$ cat config.mk
export PLATFORM = sky130hd
export DESIGN_NAME = nano_trace_uart_flat
export DESIGN_NICKNAME = d
export VERILOG_FILES = /design/src/rtl/nano_trace_pkg.sv /design/src/rtl/nano_trace_uart_if.sv /design/src/rtl/nano_trace_uart_tx8.sv /design/src/rtl/nano_trace_uart.sv /design/src/flat_wrapper.sv
export SDC_FILE = /design/constraint.sdc
export NUM_CORES = 1
export LEC_CHECK = 0
export ABC_CLOCK_PERIOD_IN_PS = 3500
export BUFFER_PORTS_ARGS = -buffer_cell sky130_fd_sc_hd__buf_2
export CORE_MARGIN = 2
export CORE_UTILIZATION = 50
export CTS_BUF_LIST = sky130_fd_sc_hd__clkbuf_16
export DETAILED_ROUTE_END_ITERATION = 16
export PLACE_DENSITY = 0.8
export SYNTH_ARGS = -nofsm -noshare
export SYNTH_HDL_FRONTEND = slang
export SYNTH_SLANG_ARGS = --single-unit
$ cat constraint.sdc
create_clock -name CLK -period 3.5 [get_ports CLK]
set_input_delay 0.7 -clock CLK [delete_from_list [all_inputs] [get_ports CLK]]
set_output_delay 0.7 -clock CLK [all_outputs]
set_load 0.01 [all_outputs]
$ cat src/rtl/nano_trace_pkg.sv
// Shared types and constants for the Nano trace UART streamer.
package nano_trace_pkg;

  typedef enum logic [1:0] {
    IDLE  = 2'd0,
    START = 2'd1,
    DATA  = 2'd2,
    STOP  = 2'd3
  } tx_state_t;

  localparam logic [7:0]  SYNC_BYTE   = 8'hA5;
  localparam int unsigned FRAME_BYTES = 7;
  localparam int unsigned SNAP_W      = 48;

  // Byte idx of a frame: 0 is sync, then state, flags, R LSB..MSB.
  function automatic logic [7:0] frame_byte(input logic [SNAP_W-1:0] snap,
                                            input logic [2:0]        idx);
    logic [7:0] b;
    case (idx)
      3'd0:    b = SYNC_BYTE;
      3'd1:    b = snap[7:0];
      3'd2:    b = snap[15:8];
      3'd3:    b = snap[23:16];
      3'd4:    b = snap[31:24];
      3'd5:    b = snap[39:32];
      3'd6:    b = snap[47:40];
      default: b = '1;
    endcase
    return b;
  endfunction

endpackage

$ cat src/rtl/nano_trace_uart_if.sv
// Monitor-bus and status bundle between the CPU side and the trace streamer.
interface nano_trace_uart_if;
  logic        EN;
  logic        CLR_OVF;
  logic [7:0]  STATE_IN;
  logic [7:0]  FLAGS_IN;
  logic [31:0] R_IN;
  logic        TX;
  logic        BUSY;
  logic        OVF;

  modport master (output EN, CLR_OVF, STATE_IN, FLAGS_IN, R_IN,
                  input  TX, BUSY, OVF);
  modport slave  (input  EN, CLR_OVF, STATE_IN, FLAGS_IN, R_IN,
                  output TX, BUSY, OVF);
endinterface

$ cat src/rtl/nano_trace_uart_tx8.sv
// Single-byte 8N1 serializer. ready is high in IDLE and on the last STOP
// cycle, so a load there chains the next byte with no idle gap.
module uart_tx8
  import nano_trace_pkg::*;
#(
  parameter int unsigned CLKS_PER_BIT = 27
) (
  input  logic       clk,
  input  logic       rst_n,
  input  logic       load,
  input  logic [7:0] data,
  output logic       ready,
  output logic       tx
);

  localparam int unsigned CNT_W = (CLKS_PER_BIT > 1) ? $clog2(CLKS_PER_BIT) : 1;
  localparam logic [CNT_W-1:0] CNT_LAST = CNT_W'(CLKS_PER_BIT - 1);

  tx_state_t        state;
  logic [CNT_W-1:0] cnt;
  logic [2:0]       bit_idx;
  logic [7:0]       shreg;
  logic             bit_end;

  assign bit_end = (cnt == CNT_LAST);
  assign ready   = (state == IDLE) || ((state == STOP) && bit_end);

  // Bit timing and line driver; tx is taken straight from this flop.
  always_ff @(posedge clk) begin
    if (!rst_n) begin
      state   <= IDLE;
      cnt     <= '0;
      bit_idx <= '0;
      shreg   <= '0;
      tx      <= 1'b1;
    end else begin
      case (state)
        IDLE: begin
          if (load) begin
            shreg <= data;
            cnt   <= '0;
            tx    <= 1'b0;
            state <= START;
          end
        end
        START: begin
          if (bit_end) begin
            cnt     <= '0;
            bit_idx <= '0;
            tx      <= shreg[0];
            state   <= DATA;
          end else begin
            cnt <= cnt + 1'b1;
          end
        end
        DATA: begin
          if (bit_end) begin
            cnt <= '0;
            if (bit_idx == 3'd7) begin
              tx    <= 1'b1;
              state <= STOP;
            end else begin
              bit_idx <= bit_idx + 1'b1;
              shreg   <= {1'b0, shreg[7:1]};
              tx      <= shreg[1];
            end
          end else begin
            cnt <= cnt + 1'b1;
          end
        end
        STOP: begin
          if (bit_end) begin
            cnt <= '0;
            if (load) begin
              shreg <= data;
              tx    <= 1'b0;
              state <= START;
            end else begin
              state <= IDLE;
            end
          end else begin
            cnt <= cnt + 1'b1;
          end
        end
        default: state <= IDLE;
      endcase
    end
  end

endmodule

$ cat src/rtl/nano_trace_uart.sv
// Trace streamer top: change detector, snapshot FIFO and frame sequencing
// around a byte serializer.
module nano_trace_uart
  import nano_trace_pkg::*;
#(
  parameter int unsigned CLKS_PER_BIT = 27,
  parameter int unsigned DEPTH        = 4
) (
  input  logic               CLK,
  input  logic               NRST,
  nano_trace_uart_if.slave   bus
);

  localparam int unsigned PTR_W  = $clog2(DEPTH);
  localparam int unsigned CNT_W  = PTR_W + 1;
  localparam logic [2:0]  LAST_B = 3'(FRAME_BYTES - 1);

  logic [SNAP_W-1:0] mem [DEPTH];
  logic [PTR_W-1:0]  wr_ptr, rd_ptr;
  logic [CNT_W-1:0]  count, count_nxt;
  logic [7:0]        prev_state;
  logic [SNAP_W-1:0] frame_q, snapshot;
  logic [2:0]        byte_idx;
  logic              active, active_nxt;
  logic              ovf_q, busy_q;
  logic              capture, full, pop, advance, finish, push, load;
  logic [7:0]        load_data;
  logic              tx_ready, tx_line;

  assign snapshot = {bus.R_IN, bus.FLAGS_IN, bus.STATE_IN};

  // Capture, FIFO and sequencing decisions. A pop frees a slot on the same
  // edge, so a full FIFO still accepts a snapshot when it is being popped.
  always_comb begin
    capture    = bus.EN && (bus.STATE_IN != prev_state);
    full       = (count == CNT_W'(DEPTH));
    pop        = !active && tx_ready && (count != '0);
    advance    = active && tx_ready && (byte_idx != LAST_B);
    finish     = active && tx_ready && (byte_idx == LAST_B);
    push       = capture && (!full || pop);
    load       = pop || advance;
    load_data  = pop ? SYNC_BYTE : frame_byte(frame_q, byte_idx + 3'd1);
    count_nxt  = count + CNT_W'(push) - CNT_W'(pop);
    active_nxt = pop || (active && !finish);
  end

  // Snapshot storage.
  always_ff @(posedge CLK) begin
    if (NRST && push) mem[wr_ptr] <= snapshot;
  end

  // Control state: detector history, pointers, frame register, status flags.
  always_ff @(posedge CLK) begin
    if (!NRST) begin
      prev_state <= '0;
      wr_ptr     <= '0;
      rd_ptr     <= '0;
      count      <= '0;
      frame_q    <= '0;
      byte_idx   <= '0;
      active     <= 1'b0;
      ovf_q      <= 1'b0;
      busy_q     <= 1'b0;
    end else begin
      prev_state <= bus.STATE_IN;
      if (push) wr_ptr <= wr_ptr + 1'b1;
      if (pop) begin
        rd_ptr   <= rd_ptr + 1'b1;
        frame_q  <= mem[rd_ptr];
        byte_idx <= '0;
      end else if (advance) begin
        byte_idx <= byte_idx + 1'b1;
      end
      count  <= count_nxt;
      active <= active_nxt;
      if (capture && !push)  ovf_q <= 1'b1;
      else if (bus.CLR_OVF)  ovf_q <= 1'b0;
      busy_q <= active_nxt || (count_nxt != '0);
    end
  end

  uart_tx8 #(.CLKS_PER_BIT(CLKS_PER_BIT)) u_tx (
    .clk   (CLK),
    .rst_n (NRST),
    .load  (load),
    .data  (load_data),
    .ready (tx_ready),
    .tx    (tx_line)
  );

  assign bus.TX   = tx_line;
  assign bus.BUSY = busy_q;
  assign bus.OVF  = ovf_q;

endmodule

$ cat src/flat_wrapper.sv
// flat-port wrapper written by rule: the top's interface ports become plain ports
module nano_trace_uart_flat import nano_trace_pkg::*;
#(
  parameter int unsigned CLKS_PER_BIT = 27,
  parameter int unsigned DEPTH        = 4
)
  (CLK, NRST, bus_EN, bus_CLR_OVF, bus_STATE_IN, bus_FLAGS_IN, bus_R_IN, bus_TX, bus_BUSY, bus_OVF);
  nano_trace_uart_if bus_i ();
  input  logic CLK;
  input  logic NRST;
  input wire logic [$bits(bus_i.EN)-1:0] bus_EN;
  input wire logic [$bits(bus_i.CLR_OVF)-1:0] bus_CLR_OVF;
  input wire logic [$bits(bus_i.STATE_IN)-1:0] bus_STATE_IN;
  input wire logic [$bits(bus_i.FLAGS_IN)-1:0] bus_FLAGS_IN;
  input wire logic [$bits(bus_i.R_IN)-1:0] bus_R_IN;
  output wire logic [$bits(bus_i.TX)-1:0] bus_TX;
  output wire logic [$bits(bus_i.BUSY)-1:0] bus_BUSY;
  output wire logic [$bits(bus_i.OVF)-1:0] bus_OVF;
  assign bus_i.EN = bus_EN;
  assign bus_i.CLR_OVF = bus_CLR_OVF;
  assign bus_i.STATE_IN = bus_STATE_IN;
  assign bus_i.FLAGS_IN = bus_FLAGS_IN;
  assign bus_i.R_IN = bus_R_IN;
  assign bus_TX = bus_i.TX;
  assign bus_BUSY = bus_i.BUSY;
  assign bus_OVF = bus_i.OVF;
  nano_trace_uart #(.CLKS_PER_BIT(CLKS_PER_BIT), .DEPTH(DEPTH)) u_core (.CLK(CLK), .NRST(NRST), .bus(bus_i));
endmodule
# Word-level counts from Yosys, hierarchy flattened
# Memories as Yosys holds them, arrays and structs flattened. A register that Yosys moved wholly into a read port is not among the register bits.
# Cells that the tools add are included.
[totals]
mem_bits_rw = 192
ff_bits = 40
output_inout_bits = 3
n_memories = 1
in_bits = 52
[memory_table]
columns = ["memory", "words", "word_bits", "read_ports", "rd_ports_with_merged_regs", "write_ports", "line", "text"]
rows = [
  ["u_core.mem", 4, 48, 1, 1, 1, "nano_trace_uart.sv:18", "logic [SNAP_W-1:0] mem [DEPTH];"],
]
[op_classes]
n_reduce_logical = 34
n_eq_ne = 21
add_sub_neg = 7
n_bitwise = 1
mux = 31
[op_table]
columns = ["op", "count"]
rows = [
  ["$pmux 8 s7", 1],
  ["$mux 8", 5],
  ["$pmux 8 s3", 1],
  ["$eq 3x3->1 const B", 6],
  ["$logic_and 1x1->1", 11],
  ["$mux 1", 10],
  ["$mux 2", 5],
  ["$mux 5", 2],
  ["$ne 2x2->1 const B", 5],
  ["$pmux 5 s2", 1],
  ["$mux 3", 3],
  ["$reduce_bool 3->1", 3],
  ["$ne 8x8->1", 1],
  ["$pmux 2 s4", 1],
  ["$reduce_and 4->1", 2],
  ["$add 3x1->3 const B", 2],
  ["$eq 3x2->1 const B", 2],
  ["$pmux 3 s2", 1],
  ["$add 5x1->5 const B", 1],
  ["$eq 5x5->1 const B", 1],
  ["$logic_not 1->1", 5],
  ["$logic_or 1x1->1", 5],
  ["$reduce_and 5->1", 1],
  ["$add 2x1->2 const B", 2],
  ["15 further kinds", 17],
]

# Depth between registers and ports, before layout
# Gate-level depths: netlist (run 1).
[depth]
word_depth = 11
depth_mapped = 16
mapped_depth_nobuf = 13

# By module
# Synthesis (run 1) repeated with hierarchy kept, for this count alone.
[unflattened]
hier_cells = 750
hier_area_um2 = 11280.8
[modules_own_cells]
columns = ["mod", "area_each_um2", "n_inst", "cells_each"]
rows = [
  ["nano_trace_uart", 10090.9, 1, 622],
  ["uart_tx8", 1189.9, 1, 128],
]

# Worst setup path before layout (run 1)
# OpenSTA, ideal clock, no wires.
[synth_timing]
path_type = "flip-flop to flip-flop"
from = "reg u_core.u_tx.state[0]"
to = "reg u_core.busy_q, in the netlist u_core.bus.BUSY"
arrival_ns = 3.151
t_required_ns = 3.366
slack_ns = 0.215
synth_period_minus_slack_ns = 3.285
setup_ns = 0.134
path_stages_with_launch = 17
path_buffers = 3
path_cell_list = "dfxtp_1 inv_1 ha_1 clkbuf_8 inv_1 a211o_1 buf_2 inv_2 buf_2 ha_1 inv_1 ha_1 fa_1 xnor2_1 xnor2_1 and2_1 or4_1"
[synth_via]
elab_chain_len = 11
[synth_lines]
columns = ["element", "line", "text"]
rows = [
  ["from (decl)", "nano_trace_uart_tx8.sv:19", "tx_state_t state;"],
  ["from (signal assigned)", "nano_trace_uart_tx8.sv:31", "state <= IDLE;"],
  ["from (signal assigned)", "nano_trace_uart_tx8.sv:43", "state <= START;"],
  ["from (signal assigned)", "nano_trace_uart_tx8.sv:51", "state <= DATA;"],
  ["$eq 2x2->1", "nano_trace_uart_tx8.sv:26", "assign ready = (state == IDLE) || ((state == STOP) && bit_end);"],
  ["$logic_and 1x1->1", "nano_trace_uart_tx8.sv:26", ""],
  ["$logic_or 1x1->1 (*)", "nano_trace_uart_tx8.sv:26", ""],
  ["$logic_and 1x1->1 (*) (2 in series)", "nano_trace_uart.sv:37", "pop = !active && tx_ready && (count != '0);"],
  ["named net u_core.pop", "nano_trace_uart.sv:26", "logic capture, full, pop, advance, finish, push, load;"],
  ["$logic_or 1x1->1", "nano_trace_uart.sv:40", "push = capture && (!full || pop);"],
  ["$logic_and 1x1->1", "nano_trace_uart.sv:40", ""],
  ["$add 3x1->3", "nano_trace_uart.sv:43", "count_nxt = count + CNT_W'(push) - CNT_W'(pop);"],
  ["$sub 3x1->3", "nano_trace_uart.sv:43", ""],
  ["$reduce_bool 3->1", "nano_trace_uart.sv:78", "busy_q <= active_nxt || (count_nxt != '0);"],
  ["$logic_or 1x1->1 (*)", "nano_trace_uart.sv:78", ""],
  ["to (signal assigned)", "nano_trace_uart.sv:78", ""],
  ["to (decl)", "nano_trace_uart.sv:25", "logic ovf_q, busy_q;"],
]
# Mark *: on every way through the listed nets, which the timed path passes. The rest lies on a longest branch.
# A chain may end at the register's enable or synchronous reset.

# Final worst setup path (run 1)
[layout_timing]
from = "reg u_core.u_tx.state[0]"
to = "reg u_core.busy_q, in the netlist u_core.bus.BUSY"
[layout_via]
elab_chain_len = 11
[layout_lines]
columns = ["element", "line"]
rows = [
  ["$eq 2x2->1", "nano_trace_uart_tx8.sv:26"],
  ["$logic_and 1x1->1", "nano_trace_uart_tx8.sv:26"],
  ["$logic_or 1x1->1 (*)", "nano_trace_uart_tx8.sv:26"],
  ["$logic_and 1x1->1 (2 in series)", "nano_trace_uart.sv:37"],
  ["$logic_or 1x1->1", "nano_trace_uart.sv:40"],
  ["$logic_and 1x1->1", "nano_trace_uart.sv:40"],
  ["$add 3x1->3", "nano_trace_uart.sv:43"],
  ["$sub 3x1->3", "nano_trace_uart.sv:43"],
  ["$reduce_bool 3->1", "nano_trace_uart.sv:78"],
  ["$logic_or 1x1->1 (*)", "nano_trace_uart.sv:78"],
]
# Mark *: on every way between the ends. The rest lies on a longest branch, timed or not.

==> results of run 1 <==
routing by layer:
metal,routed length [um],track usage (%),up-vias
li1,-,-,2919
met1,8880,24.3,3100
met2,11000,32.1,159
met3,999,2.45,33
met4,387,5.25,0
met5,0,0,-
power by group through the flow:
stage	combinational, uW	sequential (uW)	clock, uW
detailed placement	1850	4370	0
CTS	1870	4310	2900
floorplan	1530	4190	0
global route	2060	4360	3040
global placement	1800	4350	0
finish	1850	4300	2840
through the flow:
stage / cells / total power, uW / worst slack (ps) / cell area, sq um / utilization [%]
2_1_floorplan: 746 / 5720 / 215 / 11100 / -
3_3_place_gp: 1050 / 6150 / 366 / 11600 / 53.4
3_5_place_dp: 1050 / 6220 / 292 / 11600 / 53.4
4_1_cts: 1103 / 9080 / 283 / 12500 / 57.5
5_1_grt: 1103 / 9460 / 41.3 / 12500 / 57.5
6_report: 1103 / 9000 / 295 / 12500 / 57.5
how the worst min path moves through the flow:
stage / start / to / slack, ps / depth (start not counted)
floorplan: u_core.u_tx.shreg[2] / u_core.u_tx.shreg[2] / 430 / 1
global placement: u_core.frame_q[35] / u_core.frame_q[35] / 440 / 2
detailed placement: u_core.frame_q[47] / u_core.frame_q[47] / 450 / 2
CTS: bus_R_IN[17] / u_core.mem[1][33] / 360 / 1
global route: bus_R_IN[29] / u_core.mem[2][45] / 370 / 1
finish: bus_R_IN[29] / u_core.mem[2][45] / 380 / 1
kinds of logic (layout without fill, tap and decap cells):
logic type	count (synthesis)	in the layout
AOI/OAI and AO/OA	125	125
adders and majority gates	24	24
muxes	59	59
xor gates and xnor gates	14	14
DFF	280	280
and+or+nand+nor	180	180
buffers and inverters	64	141
cells in the final DEF (no fill, tap or decap), types with 6 or more instances in the layout:
master / instances
edfxtp_1: 192
a21oi_1: 60
xnor2_1: 12
clkbuf_16: 30
mux4_2: 48
buf_4: 9
nand2_1: 115
nor2_1: 20
ha_1: 23
a22o_1: 6
o21ai_0: 18
nand3_1: 6
dfxtp_1: 86
inv_1: 21
a222oi_1: 12
mux2i_1: 8
buf_2: 54
and2_1: 12
clkinv_1: 11
registers in the layout, summed over array words and instances (netlist names):
name / cells
u_core.frame_q: 48
u_core.prev_state: 8
u_core.u_tx.state: 2
u_core.u_tx.shreg: 8
u_core.mem: 192
u_core.bus.BUSY: 1
u_core.wr_ptr: 2
u_core.count: 3
u_core.u_tx.bit_idx: 3
u_core.rd_ptr: 2
u_core.bus.OVF: 1
u_core.active: 1
u_core.byte_idx: 3
u_core.u_tx.cnt: 5
u_core.u_tx.tx: 1
area by class of cell:
class,count,share of cell area [%]
multi-input combinational,402,25.9
timing repair buffer,67,3.34
tap,280,2.80
inverter,21,0.630
clock buffer,30,6.00
clock inverter,23,1.11
sequential,280,60.2
critical path, cell delays in order (launching register included):
cell	delay, ps
dfxtp_1	350
inv_1	140
ha_1	430
inv_1	190
a211o_1	320
inv_2	70
ha_1	120
inv_1	40
ha_1	200
fa_1	400
xnor2_1	190
xnor2_1	80
and2_1	160
or4_1	390
==> run_results.csv, run 1 <==
group,metric,value,unit
run_status,status,"finished clean",
die,die_h,153,um
logic_synthesis,syn_nets,822,
cells_and_area,n_fill_cell,1679,
logic_synthesis,synth_mux_area_share,10.8,%
power_and_ir_drop,p_clk_share,31.6,%
logic_synthesis,synth_seq_cells,280,
logic_synthesis,synthXorXnorAreaFrac,1.18,%
clocking,cts.sinks,280,
grt,grt_pass1_wl,34.2,mm
logic_synthesis,synth-adder-area-share,2.78,%
logic_synthesis,yosys_most_used_dff,"edfxtp_1",
logic_synthesis,ys_warn_count,0,
die,dieArea,23300,sq um
power_and_ir_drop,switching_power,2600,uW
critical_path,path_class,"reg -> reg",
grt,grt_max_degree,54,
logic_synthesis,ys_seq_area_share,68.1,%
power_and_ir_drop,powerDensity,719,nW/um^2
sta,setup-tns-final,0,ps
clocking,cts-root-buf,"clkbuf_16",
power_and_ir_drop,p_leak,0.00425,uW
sta,finClkSkew,18.7,ps
logic_synthesis,syn_inst,746,
logic_synthesis,synth_compound_area_share,7.29,%
critical_path,r2r-start,"u_core.u_tx.state[0]",
drt,ant_nets,0,
drt,wire_per_inst,19.3,um
clocking,cts_tree,"done",
critical_path,cp-start-kind,"flip-flop",
logic_synthesis,synth_simple_gate_area_share,7.26,%
critical_path,arrival,3610,ps
sta,setup_viol,0,
sta,max_freq,312,MHz
cells_and_area,nNetsFinal,877,
sta,slew_viol_final,0,
clocking,post_cts_buffers,0,
sta,fin_crit_sh,91.6,%
clocking,cts_htree_levels,1,
drt,drc,0,
critical_path,critPathMaxFanout,10,
sta,final.hold.worst_slack,382,ps
placed_design,port_buffers,54,
placed_design,gp_congestion,0.852,
clocking,post_cts_resized,0,
cells_and_area,multi_input_area,3250,sq um
critical_path,worstSetupEndpoint,"u_core.bus.BUSY",
sta,grt_setup_unrepaired,"false",
cells_and_area,layout-drive-gt1-share,21.5,%
die,boundaryPins,55,
drt,drtIter0Drc,610,
sta,hold_viol,0,
logic_synthesis,synth.avg_cell_area,14.8,sq um
placed_design,dp_hpwl,13.1,mm
clocking,ctsHoldBuffers,0,
critical_path,r2r_cells,13,
logic_synthesis,yosysMostFrequentCell,"edfxtp_1",
hold_path,holdCritPathClass,"in -> reg",
logic_synthesis,synth_cell_types,59,
sta,min_period,3210,ps
clocking,path_clk_slew,70,ps
critical_path,r2r_slack,290,ps
cells_and_area,antenna_cells,0,
critical_path,r2r_end,"u_core.bus.BUSY",
logic_synthesis,synth_top_family_by_area,"multiplexers",
drt,post_drt_via_cell_ratio,5.63,
logic_synthesis,async_reset_ff_share,0,%
cells_and_area,regArea,7530,sq um
cells_and_area,synthToLayoutAreaGrowth,13.2,%
die,rows,54,
sta,worst_pin_slew,1000,ps
clocking,cts_made_buffers,29,
drt,wirelength,21.3,mm
power_and_ir_drop,power.share.combinational,20.6,%
grt,gr-total-overflow,0,
power_and_ir_drop,vdd.ir_drop.worst,0.520,mV
logic_synthesis,yosys-top-cells-count,"192 x edfxtp_1, 115 x nand2_1, 88 x dfxtp_1, 60 x a21oi_1, 48 x mux4_2",
drt,drt_pass1_iterations,8,
die,die_w,153,um
logic_synthesis,syn_area,11100,sq um
die,start_util,50.8,%
drt,vias,6211,
logic_synthesis,synth_top_cell_by_area,"edfxtp_1",
logic_synthesis,synth_top_area_share,52.1,%
logic_synthesis,synth-edff-count,192,
critical_path,critPathCaptureType,"flip-flop",
flow_run,max-cap-violations,0,
grt,grt_pass1_vias,6521,
clocking,cts_buffer_depth,3,
die,core,21800,sq um
grt,antenna_found_initial,0,
critical_path,cp.required,3900,ps
power_and_ir_drop,p_int,6400,uW
power_and_ir_drop,p_sw_share,28.9,%
sta,slew-limit-headroom,33.2,%
critical_path,startpoint,"u_core.u_tx.state[0]",
clocking,clkLatencyLatePin,540,ps
logic_synthesis,synthTopCellsByArea,"edfxtp_1 52%, dfxtp_1 16%, mux4_2 9.8%",
power_and_ir_drop,p_seq_share,47.8,%
grt,grt_usage,18.4,%
Note: power is estimated with default switching activity, not from simulation.
==> run 2: changes to the inputs <==
CORE_UTILIZATION = 30   (was 50)
PLACE_DENSITY = 0.56   (was 0.8)
==> run 2 against run 1 <==
Against the previous run: cell count increased by 17%; clock-buffer cell count decreased by 1; combinational power increased by 3%; die area increased by 65%; global-route usage decreased by 6.5 points; critical path depth decreased by 4; first-iteration DRC count decreased by 31%; final area increased by 1.6%; power about the same; highest routed layer unchanged.
==> run_results.csv, run 2 (synthesis gave the netlist of run 1 again) <==
group,metric,value,unit
run_status,status,"finished clean",
power_and_ir_drop,p_sw_share,28.8,%
sta,max_freq,313,MHz
critical_path,r2r_cells,9,
drt,vias,6077,
clocking,cts_tree,"done",
grt,antenna_found_initial,0,
hold_path,worstHoldPathCells,1,
cells_and_area,nNetsFinal,877,
die,die_w,196,um
critical_path,path_cells,"ha_1 > and4b_1 > a21oi_4 > o2111ai_1 > nor2b_1 > ha_1 > fa_1 > and2_1 > or4_1",
power_and_ir_drop,power.share.combinational,21.2,%
power_and_ir_drop,p_leak,0.00427,uW
clocking,cts_made_buffers,28,
power_and_ir_drop,vdd.ir_drop.worst,0.417,mV
sta,slew-limit-headroom,48.1,%
cells_and_area,synthToLayoutAreaGrowth,14.9,%
die,dieArea,38400,sq um
grt,grt_usage,11.8,%
clocking,post_cts_resized,0,
critical_path,critPathCaptureType,"flip-flop",
critical_path,r2r_slack,300,ps
drt,top_layer,"met4",
clocking,path_clk_slew,60,ps
placed_design,gp_congestion,0.799,
critical_path,arrival,3610,ps
power_and_ir_drop,p_int,6420,uW
critical_path,path_class,"reg -> reg",
grt,grt_pass1_wl,35.4,mm
drt,met3_length,845,um
drt,wl_met1,10.7,mm
clocking,ctsHoldBuffers,0,
drt,post_drt_via_cell_ratio,4.71,
placed_design,port_buffers,54,
power_and_ir_drop,powerDensity,709,nW/um^2
sta,finClkSkew,16.2,ps
clocking,cts.sinks,280,
critical_path,cp-start-kind,"flip-flop",
cells_and_area,antenna_cells,0,
drt,drt_pass1_iterations,5,
critical_path,startpoint,"u_core.u_tx.cnt[1]",
drt,wirelength,22.6,mm
die,die_h,196,um
drt,drtIter0Drc,423,
sta,slew_viol_final,0,
cells_and_area,n_fill_cell,3516,
sta,worst_pin_slew,779,ps
critical_path,r2r-start,"u_core.u_tx.cnt[1]",
clocking,cts_htree_levels,1,
critical_path,crit_path_top_delay_cell,"or4_1",
sta,fin_crit_sh,91.3,%
drt,wire_per_inst,17.5,um
cells_and_area,final_cells,1291,
grt,grt_max_degree,60,
clocking,cts-root-buf,"clkbuf_16",
die,core,36400,sq um
placed_design,pre_cts_ws,262,ps
cells_and_area,largest_reg_flops,192,
critical_path,path_common_cell,"ha_1",
power_and_ir_drop,p_seq_share,47.4,%
cells_and_area,mostFrequentLayoutCells,"192 x edfxtp_1, 115 x nand2_1, 86 x dfxtp_1, 60 x a21oi_1, 54 x buf_2",
sta,grt_setup_unrepaired,"false",
critical_path,cpPeakStageDelay,500,ps
placed_design,dp_cells,1239,
sta,hold_viol,0,
cells_and_area,mostFrequentLayoutCell,"edfxtp_1",
grt,gr-total-overflow,0,
drt,drc,0,
clocking,clkLatencyLatePin,540,ps
sta,setup-tns-final,0,ps
critical_path,critPathMaxFanout,7,
die,start_util,30.4,%
clocking,post_cts_buffers,0,
drt,wl_met2,10.8,mm
sta,setup_slack,304,ps
flow_run,max-cap-violations,0,
power_and_ir_drop,switching_power,2590,uW
hold_path,holdCritPathClass,"in -> reg",
hold_path,hold_path_end,"u_core.mem[3][8]",
critical_path,r2r_end,"u_core.bus.BUSY",
critical_path,cp.required,3910,ps
hold_path,min-delay-start,"bus_FLAGS_IN[0]",
grt,grt_pass1_vias,6142,
drt,ant_nets,0,
die,rows,70,
die,boundaryPins,55,
clocking,cts_buffer_depth,3,
cells_and_area,largest_register,"u_core.mem",
sta,setup_viol,0,
sta,min_period,3200,ps
power_and_ir_drop,p_clk_share,31.4,%
cells_and_area,layout-drive-gt1-share,21.6,%
placed_design,dp_hpwl,14.3,mm
cells_and_area,reg_top3,"u_core.mem (192), u_core.frame_q (48)",
-- run 2: worst max-delay path by stage --
| stage | end | slack, ps | cells past startpoint |
|---|---|---|---|
| 4_1_cts | u_core.bus.BUSY | 270 | 10 |
| 2_1_floorplan | u_core.bus.BUSY | 210 | 16 |
| 3_5_place_dp | u_core.bus.BUSY | 260 | 11 |
| 5_1_grt | u_core.bus.BUSY | 50 | 10 |
| 3_3_place_gp | u_core.bus.BUSY | 280 | 11 |
| 6_report | u_core.bus.BUSY | 300 | 9 |
-- run 2: routing by layer --
metal  vias to the layer above  GRT usage (%)
met1                      3025           16.4
met4                         0           2.64
met3                        23           1.93
li1                       2915              -
met2                       114           19.5
met5                         -              0
-- run 2: cell type report --
class / instances / area, sq um / share of cell area (%)
timing repair buffer: 68 / 388 / 3.05
multi-input combinational: 402 / 3250 / 25.5
inverter: 21 / 78.8 / 0.620
sequential: 280 / 7530 / 59.3
tap: 468 / 586 / 4.61
clock inverter: 23 / 154 / 1.21
clock buffer: 29 / 726 / 5.71
-- run 2: power groups by stage --
stage / clock, uW / sequential, uW / combinational (uW)
2_1_floorplan: 0 / 4190 / 1530
3_3_place_gp: 0 / 4340 / 1930
3_5_place_dp: 0 / 4350 / 1930
4_1_cts: 2910 / 4280 / 1940
5_1_grt: 3040 / 4320 / 2160
6_report: 2830 / 4270 / 1910
-- run 2: through the flow --
step                area [sq um]  hold WS, ps  power [uW]  utilization [%]
global placement           11800          445        6260             32.5
floorplan                  11100          432        5720                -
CTS                        12700          360        9120             34.9
finish                     12700          381        9010             34.9
global route               12700          366        9510             34.9
detailed placement         11800          447        6280             32.5
-- run 2: critical path: cells and delay by family, from the launching register on --
family,cells,cell delay [ps]
simple gates,4,1470
compound gates,2,370
flops,1,380
fa+ha+maj,3,840
